**config.mk**
```make
export PLATFORM = sky130hd
export DESIGN_NAME = vga_timing_gen
export DESIGN_NICKNAME = d
export VERILOG_FILES = /design/src/rtl/vga_timing_pkg.sv /design/src/rtl/vga_axis_counter.sv /design/src/rtl/vga_timing_gen.sv
export SDC_FILE = /design/constraint.sdc
export NUM_CORES = 1
export LEC_CHECK = 0
export CAP_MARGIN = 0
export CORE_UTILIZATION = 45
export DETAILED_ROUTE_END_ITERATION = 12
export GPL_TIMING_DRIVEN = 1
export PLACE_DENSITY = 0.69
export SLEW_MARGIN = 10
export SYNTH_ARGS = -nofsm -noshare
export SYNTH_HDL_FRONTEND = slang
export SYNTH_SLANG_ARGS = --single-unit
```
**constraint.sdc**
```tcl
create_clock -name pclk -period 5.05 [get_ports pclk]
set_clock_uncertainty 0.05 [all_clocks]
set_input_delay 1.2625 -clock pclk [delete_from_list [all_inputs] [get_ports pclk]]
set_output_delay 1.2625 -clock pclk [all_outputs]
set_load 0.02 [all_outputs]
```
**src/rtl/vga_timing_pkg.sv**
```systemverilog
// rtl/vga_timing_pkg.sv - shared raster timing constants for the VGA timing generator
package vga_timing_pkg;

    localparam int CNT_W     = 11;
    localparam int CNT_LIMIT = 1 << CNT_W;

    // 1024x768 @ 60 Hz, 65 MHz pixel clock
    localparam int XGA_H_ACTIVE = 1024;
    localparam int XGA_H_FP     = 24;
    localparam int XGA_H_SYNC   = 136;
    localparam int XGA_H_BP     = 160;
    localparam int XGA_V_ACTIVE = 768;
    localparam int XGA_V_FP     = 3;
    localparam int XGA_V_SYNC   = 6;
    localparam int XGA_V_BP     = 29;

    localparam bit SYNC_POL_HIGH = 1'b1;
    localparam bit SYNC_POL_LOW  = 1'b0;

    function automatic int axis_total(input int active, input int fp, input int sync, input int bp);
        return active + fp + sync + bp;
    endfunction

endpackage

```
**src/rtl/vga_axis_counter.sv**
```systemverilog
// rtl/vga_axis_counter.sv - one raster axis: position counter with registered blank/sync decode
module vga_axis_counter
    import vga_timing_pkg::*;
#(
    parameter int ACTIVE = XGA_H_ACTIVE,
    parameter int FP     = XGA_H_FP,
    parameter int SYNC   = XGA_H_SYNC,
    parameter int BP     = XGA_H_BP
) (
    input  logic             pclk,
    input  logic             rst,
    input  logic             step,
    output logic [CNT_W-1:0] count,
    output logic             blnk,
    output logic             sync_active,
    output logic             wrap
);

    localparam int TOTAL      = axis_total(ACTIVE, FP, SYNC, BP);
    localparam int SYNC_FIRST = ACTIVE + FP;
    localparam int SYNC_LAST  = ACTIVE + FP + SYNC - 1;

    if (TOTAL >= CNT_LIMIT || SYNC < 1 || ACTIVE < 1) begin : g_bad_timing
        $fatal(1, "vga_axis_counter: timing does not fit the counter width");
    end

    logic [CNT_W-1:0] count_q, count_d;
    logic             blnk_q, blnk_d;
    logic             sync_q, sync_d;

    assign wrap = (count_q == CNT_W'(TOTAL - 1));

    // Flags decode the next position so they land on the same edge as the count.
    always_comb begin
        count_d = count_q;
        blnk_d  = blnk_q;
        sync_d  = sync_q;
        if (step) begin
            count_d = wrap ? '0 : count_q + CNT_W'(1);
            blnk_d  = (count_d >= CNT_W'(ACTIVE));
            sync_d  = (count_d >= CNT_W'(SYNC_FIRST)) && (count_d <= CNT_W'(SYNC_LAST));
        end
    end

    always_ff @(posedge pclk or negedge rst) begin
        if (!rst) begin
            count_q <= '0;
            blnk_q  <= 1'b0;
            sync_q  <= 1'b0;
        end else begin
            count_q <= count_d;
            blnk_q  <= blnk_d;
            sync_q  <= sync_d;
        end
    end

    assign count       = count_q;
    assign blnk        = blnk_q;
    assign sync_active = sync_q;

endmodule

```
**src/rtl/vga_timing_gen.sv**
```systemverilog
// rtl/vga_timing_gen.sv - raster timing bus source with frame_start strobe and count enable
module vga_timing_gen
    import vga_timing_pkg::*;
#(
    parameter int H_ACTIVE         = XGA_H_ACTIVE,
    parameter int H_FP             = XGA_H_FP,
    parameter int H_SYNC           = XGA_H_SYNC,
    parameter int H_BP             = XGA_H_BP,
    parameter int V_ACTIVE         = XGA_V_ACTIVE,
    parameter int V_FP             = XGA_V_FP,
    parameter int V_SYNC           = XGA_V_SYNC,
    parameter int V_BP             = XGA_V_BP,
    parameter bit SYNC_ACTIVE_HIGH = SYNC_POL_HIGH
) (
    input  logic             pclk,
    input  logic             rst,
    input  logic             en,
    output logic [CNT_W-1:0] hcount_out,
    output logic             hsync_out,
    output logic             hblnk_out,
    output logic [CNT_W-1:0] vcount_out,
    output logic             vsync_out,
    output logic             vblnk_out,
    output logic             frame_start
);

    logic h_wrap, v_wrap;
    logic h_sync_active, v_sync_active;
    logic v_step;
    logic frame_start_q, frame_start_d;

    assign v_step = en & h_wrap;

    vga_axis_counter #(
        .ACTIVE(H_ACTIVE), .FP(H_FP), .SYNC(H_SYNC), .BP(H_BP)
    ) u_h_axis (
        .pclk        (pclk),
        .rst         (rst),
        .step        (en),
        .count       (hcount_out),
        .blnk        (hblnk_out),
        .sync_active (h_sync_active),
        .wrap        (h_wrap)
    );

    vga_axis_counter #(
        .ACTIVE(V_ACTIVE), .FP(V_FP), .SYNC(V_SYNC), .BP(V_BP)
    ) u_v_axis (
        .pclk        (pclk),
        .rst         (rst),
        .step        (v_step),
        .count       (vcount_out),
        .blnk        (vblnk_out),
        .sync_active (v_sync_active),
        .wrap        (v_wrap)
    );

    // Next position is (0,0) exactly when both axes wrap on an enabled edge.
    assign frame_start_d = en & h_wrap & v_wrap;

    always_ff @(posedge pclk or negedge rst) begin
        if (!rst) begin
            frame_start_q <= 1'b0;
        end else begin
            frame_start_q <= frame_start_d;
        end
    end

    assign frame_start = frame_start_q;
    assign hsync_out   = ~(h_sync_active ^ SYNC_ACTIVE_HIGH);
    assign vsync_out   = ~(v_sync_active ^ SYNC_ACTIVE_HIGH);

endmodule

```
==> summary.md <==
For the total length of routed wires, the log shows 3.883 mm. The DRC violation count after routing is 0. The number of vias per cell works out to 5.861. Across all register-to-register paths, the minimum setup slack is 2.55 ns.

The number of slew-limit violations in the final report came out at 0. The cell area that synthesis handed to floorplanning was 0.001851 mm^2. The count of hold-fix buffers inserted at cts came out at 0. Summed over all cells, the static leakage comes to 0.8319 nW. Of the post-synthesis cell area, the dominant cell type holds 36.51%. In the final routed layout, each cell accounts on average for 14.17 um. The number of different library cells used by synthesis comes to 56. The tools report the total number of yosys warnings as 0.

Number of global-route vias before repair: 1386. The clock edge transition at the registers on the reported setup and hold paths was 0.09 ns. Detailed routing placed a total of 205 um of wire on met3.

The later pin in the worst-skew pair is clocked with a latency of 0.27 ns. The final critical-path required period came out at 3.086 ns. In this run the power density over the cells is 271.7 mW/mm^2. The height of the chip was 66.13 um; the number of maximum-capacitance constraint violations was 0.

The horizontal die dimension came out at 66.13 um. During placement, the flow inserted port buffers numbering 29. Detailed routing placed a total of 1.551 mm of wire on met2.

TritonCTS built the clock tree. The detailed router finished its first iteration with 117 violations. The share of post-route cells with drive strength above 1 works out to 7.965%. In the final routing, the length of wire on met1 measures 2.086 mm.

The number of nets in the synthesized netlist is 216. Cell class contributing the biggest share of worst-path delay: simple AND/OR/NAND/NOR gates. Summed over all instances, the cell type with the most area after synthesis is sky130_fd_sc_hd__dfrtp_1. After global routing the overflow that remains totals 0. The tools report the type of destination of the critical path as a flip-flop. CTS saw 27 sinks. In the synthesized netlist, the number of instances is 209.

The first global-routing pass estimated 6.596 mm of wire. Dividing the final minimum period by the clock period gives 61.12%. The worst-case IR drop observed on VDD is 0.1122 mV. 0 antenna diodes ended up in the layout.

In this run, synthesis produced a sequential element count of 27. The total area inside the core boundary comes to 0.003799 mm^2. The tools report the effective utilization at floorplan as 48.72%. After clock tree synthesis, the setup repair step added 0 buffers. The worst setup path is of the primary input to flip-flop kind. For the number of nets at the end of the flow, the log shows 234.

The signal on the critical path passes through clkdlybuf4s50_1, nand2_1, or2_1, o31ai_1. The overall via count from detail_route is 1606, and the number of antenna violations at the first check in global routing is 0. The tools report the clock buffer count from CTS as 3. The worst hold path class was flip-flop to flip-flop. The tools report the number of search-and-repair iterations in the first detailed-routing pass as 4.

Setup repair after global routing left no endpoint under its margin. In this run the tightest slew margin relative to its limit is 32.28%. The mean post-synth cell area is 8.854 um^2. In this run the top signal layer used is met4. STA puts the critical path data required time at 5.18 ns. Routability-driven placement finished with a final weighted congestion of 0.8574. In this run the count of I/O pins placed on the die edge is 30.

Sorting the synthesized cells by area gives the leading types as sky130_fd_sc_hd__dfrtp_1 (37%), sky130_fd_sc_hd__o21ai_0 (4.9%), sky130_fd_sc_hd__nand2_1 (4.1%). Along the worst path, the maximum fanout reaches 20. Adding up every negative setup slack in the final design gives 0 ns. The count of buffer and inverter cells on the critical path works out to 1. For the pin with the worst max-slew slack, the measured transition is 1.007 ns.

The logs give 36.51% for the part of the Yosys area used for sequential elements and 0 for the number of endpoints with negative hold slack in the final report. The total of cells resized after clock tree synthesis was 0; the async set-or-reset flop fraction in the synthesized netlist was 100.0%. No sink is reached through more buffers than the 2 on the longest clock path. The detail route stage leaves a number of antenna-violating nets equal to 0. For this run, the total global-route usage over all layers was measured as 19.47%. The half-perimeter wire length of the detailed placement result came out at 2.697 mm. Entering global routing, the biggest net connects 28 pins. Row generation in the floorplan step produced 22 rows. The most used flip-flop cell after synthesis is sky130_fd_sc_hd__dfrtp_1. The run gives 1 as the count of H-tree levels built during CTS. Derived from the worst setup path, the maximum achievable clock frequency is 324.0 MHz. The total of endpoints with negative setup slack in the final report was 0.

The tools report the startpoint type of the worst setup path as a primary input. STA puts the critical path data arrival time at 3.22 ns. In the layout the commonest cells are sky130_fd_sc_hd__clkdlybuf4s50_1 (29), sky130_fd_sc_hd__dfrtp_1 (27), sky130_fd_sc_hd__nand2_1 (20). The slowest stage of the critical path is the sky130_fd_sc_hd__clkdlybuf4s50_1 cell.

The run finished with clean final reports. The tools report the root cell of the clock tree as sky130_fd_sc_hd__clkbuf_8. The maximum cell stage delay along the critical path was 0.78 ns; the layout-stage area growth over the synthesis result was 15.08%. The most common cell after layout, fill and taps aside was sky130_fd_sc_hd__clkdlybuf4s50_1. The synthesized design contains 0 enable-type register cells. The die covers 0.004373 mm^2. The tools report the finished layout cell area as 0.002130 mm^2.

The placed instances occupy a cell area of 0.002085 mm^2. The tools report the final total power as 0.0005786 W.
## cell usage after synthesis, drive strengths merged, types with 2 or more instances
library cell,count
or2,2
mux2i,3
a21o,2
a21oi,7
and2b,2
o31ai,8
nor4b,3
o32ai,2
buf,8
o41ai,2
dfrtp,27
xor2,5
and3,4
xnor2,4
clkbuf,9
o22ai,2
ha,4
mux2,2
inv,7
nand2b,3
a31oi,7
o21ai,19
or3,3
or2b,2
nand3,14
nand4,6
nand2,21
nor3,2
nor2,15
nor4,2
## flip-flops by register name, indices dropped and copies added (netlist names)
name / count
frame_start: 1
u_v_axis.blnk: 1
u_h_axis.sync_active: 1
u_h_axis.count: 11
u_h_axis.blnk: 1
u_v_axis.count: 11
u_v_axis.sync_active: 1
## report_power, final
group          internal (W)  leakage, nW  switching [W]
Clock             0.0000566       0.0228      0.0000691
Sequential         0.000237        0.364      0.0000585
Combinational     0.0000778        0.446      0.0000797
Total              0.000371        0.832       0.000207
## stage by stage
step,std cells,hold WS (ns),util [%],setup slack (ns)
after floorplan,209,0.5304,-,2.603
after global placement,270,0.4303,54.87,1.734
after detailed placement,270,0.4240,54.87,1.713
after CTS,274,0.4543,56.06,1.988
after global routing,274,0.4861,56.06,1.809
final,274,0.4531,56.06,1.964
## area by class of cell
class                   instances  area [um^2]
inverters                       7        26.28
clock buffers                   4        45.04
repair buffers                 30        297.8
flip-flops and latches         27        675.6
fillers                       366         1669
multi-input cells             158         1025
well taps                      48        60.06
## kinds of logic after synthesis
logic type | share of synthesized area [%]
buffers and inverters | 8.114
and+or+nand+nor | 26.03
DFF | 36.51
adders and majority gates | 2.705
AOI/OAI and AO/OA | 19.54
muxes | 2.840
xor gates and xnor gates | 4.259
## routing by layer
layer / vias to the layer above / GRT usage, %
met5: - / 0
li1: 794 / -
met3: 4 / 2.241
met2: 51 / 27.30
met4: 0 / 6.117
met1: 757 / 30.59
## worst paths after layout
check | to | depth (start not counted) | from
min reg2reg | u_v_axis.blnk | 1 | u_v_axis.blnk
max in group asynchronous | u_v_axis.count[5] | 2 | rst
min in group asynchronous | u_h_axis.count[7] | 2 | rst
max reg2reg | u_v_axis.count[3] | 6 | u_h_axis.count[0]
min | u_v_axis.blnk | 1 | u_v_axis.blnk
max | u_v_axis.count[3] | 4 | en
## worst reg2reg max path: cells and delay by family (launching register included)
family | cells | cell delay [ns]
AO/OA/AOI/OAI | 1 | 0.24
adder cells (fa/ha/maj) | 1 | 0.46
AND/OR/NAND/NOR | 4 | 1.16
flip-flops | 1 | 0.51
Note: power is estimated with default switching activity, not from simulation.
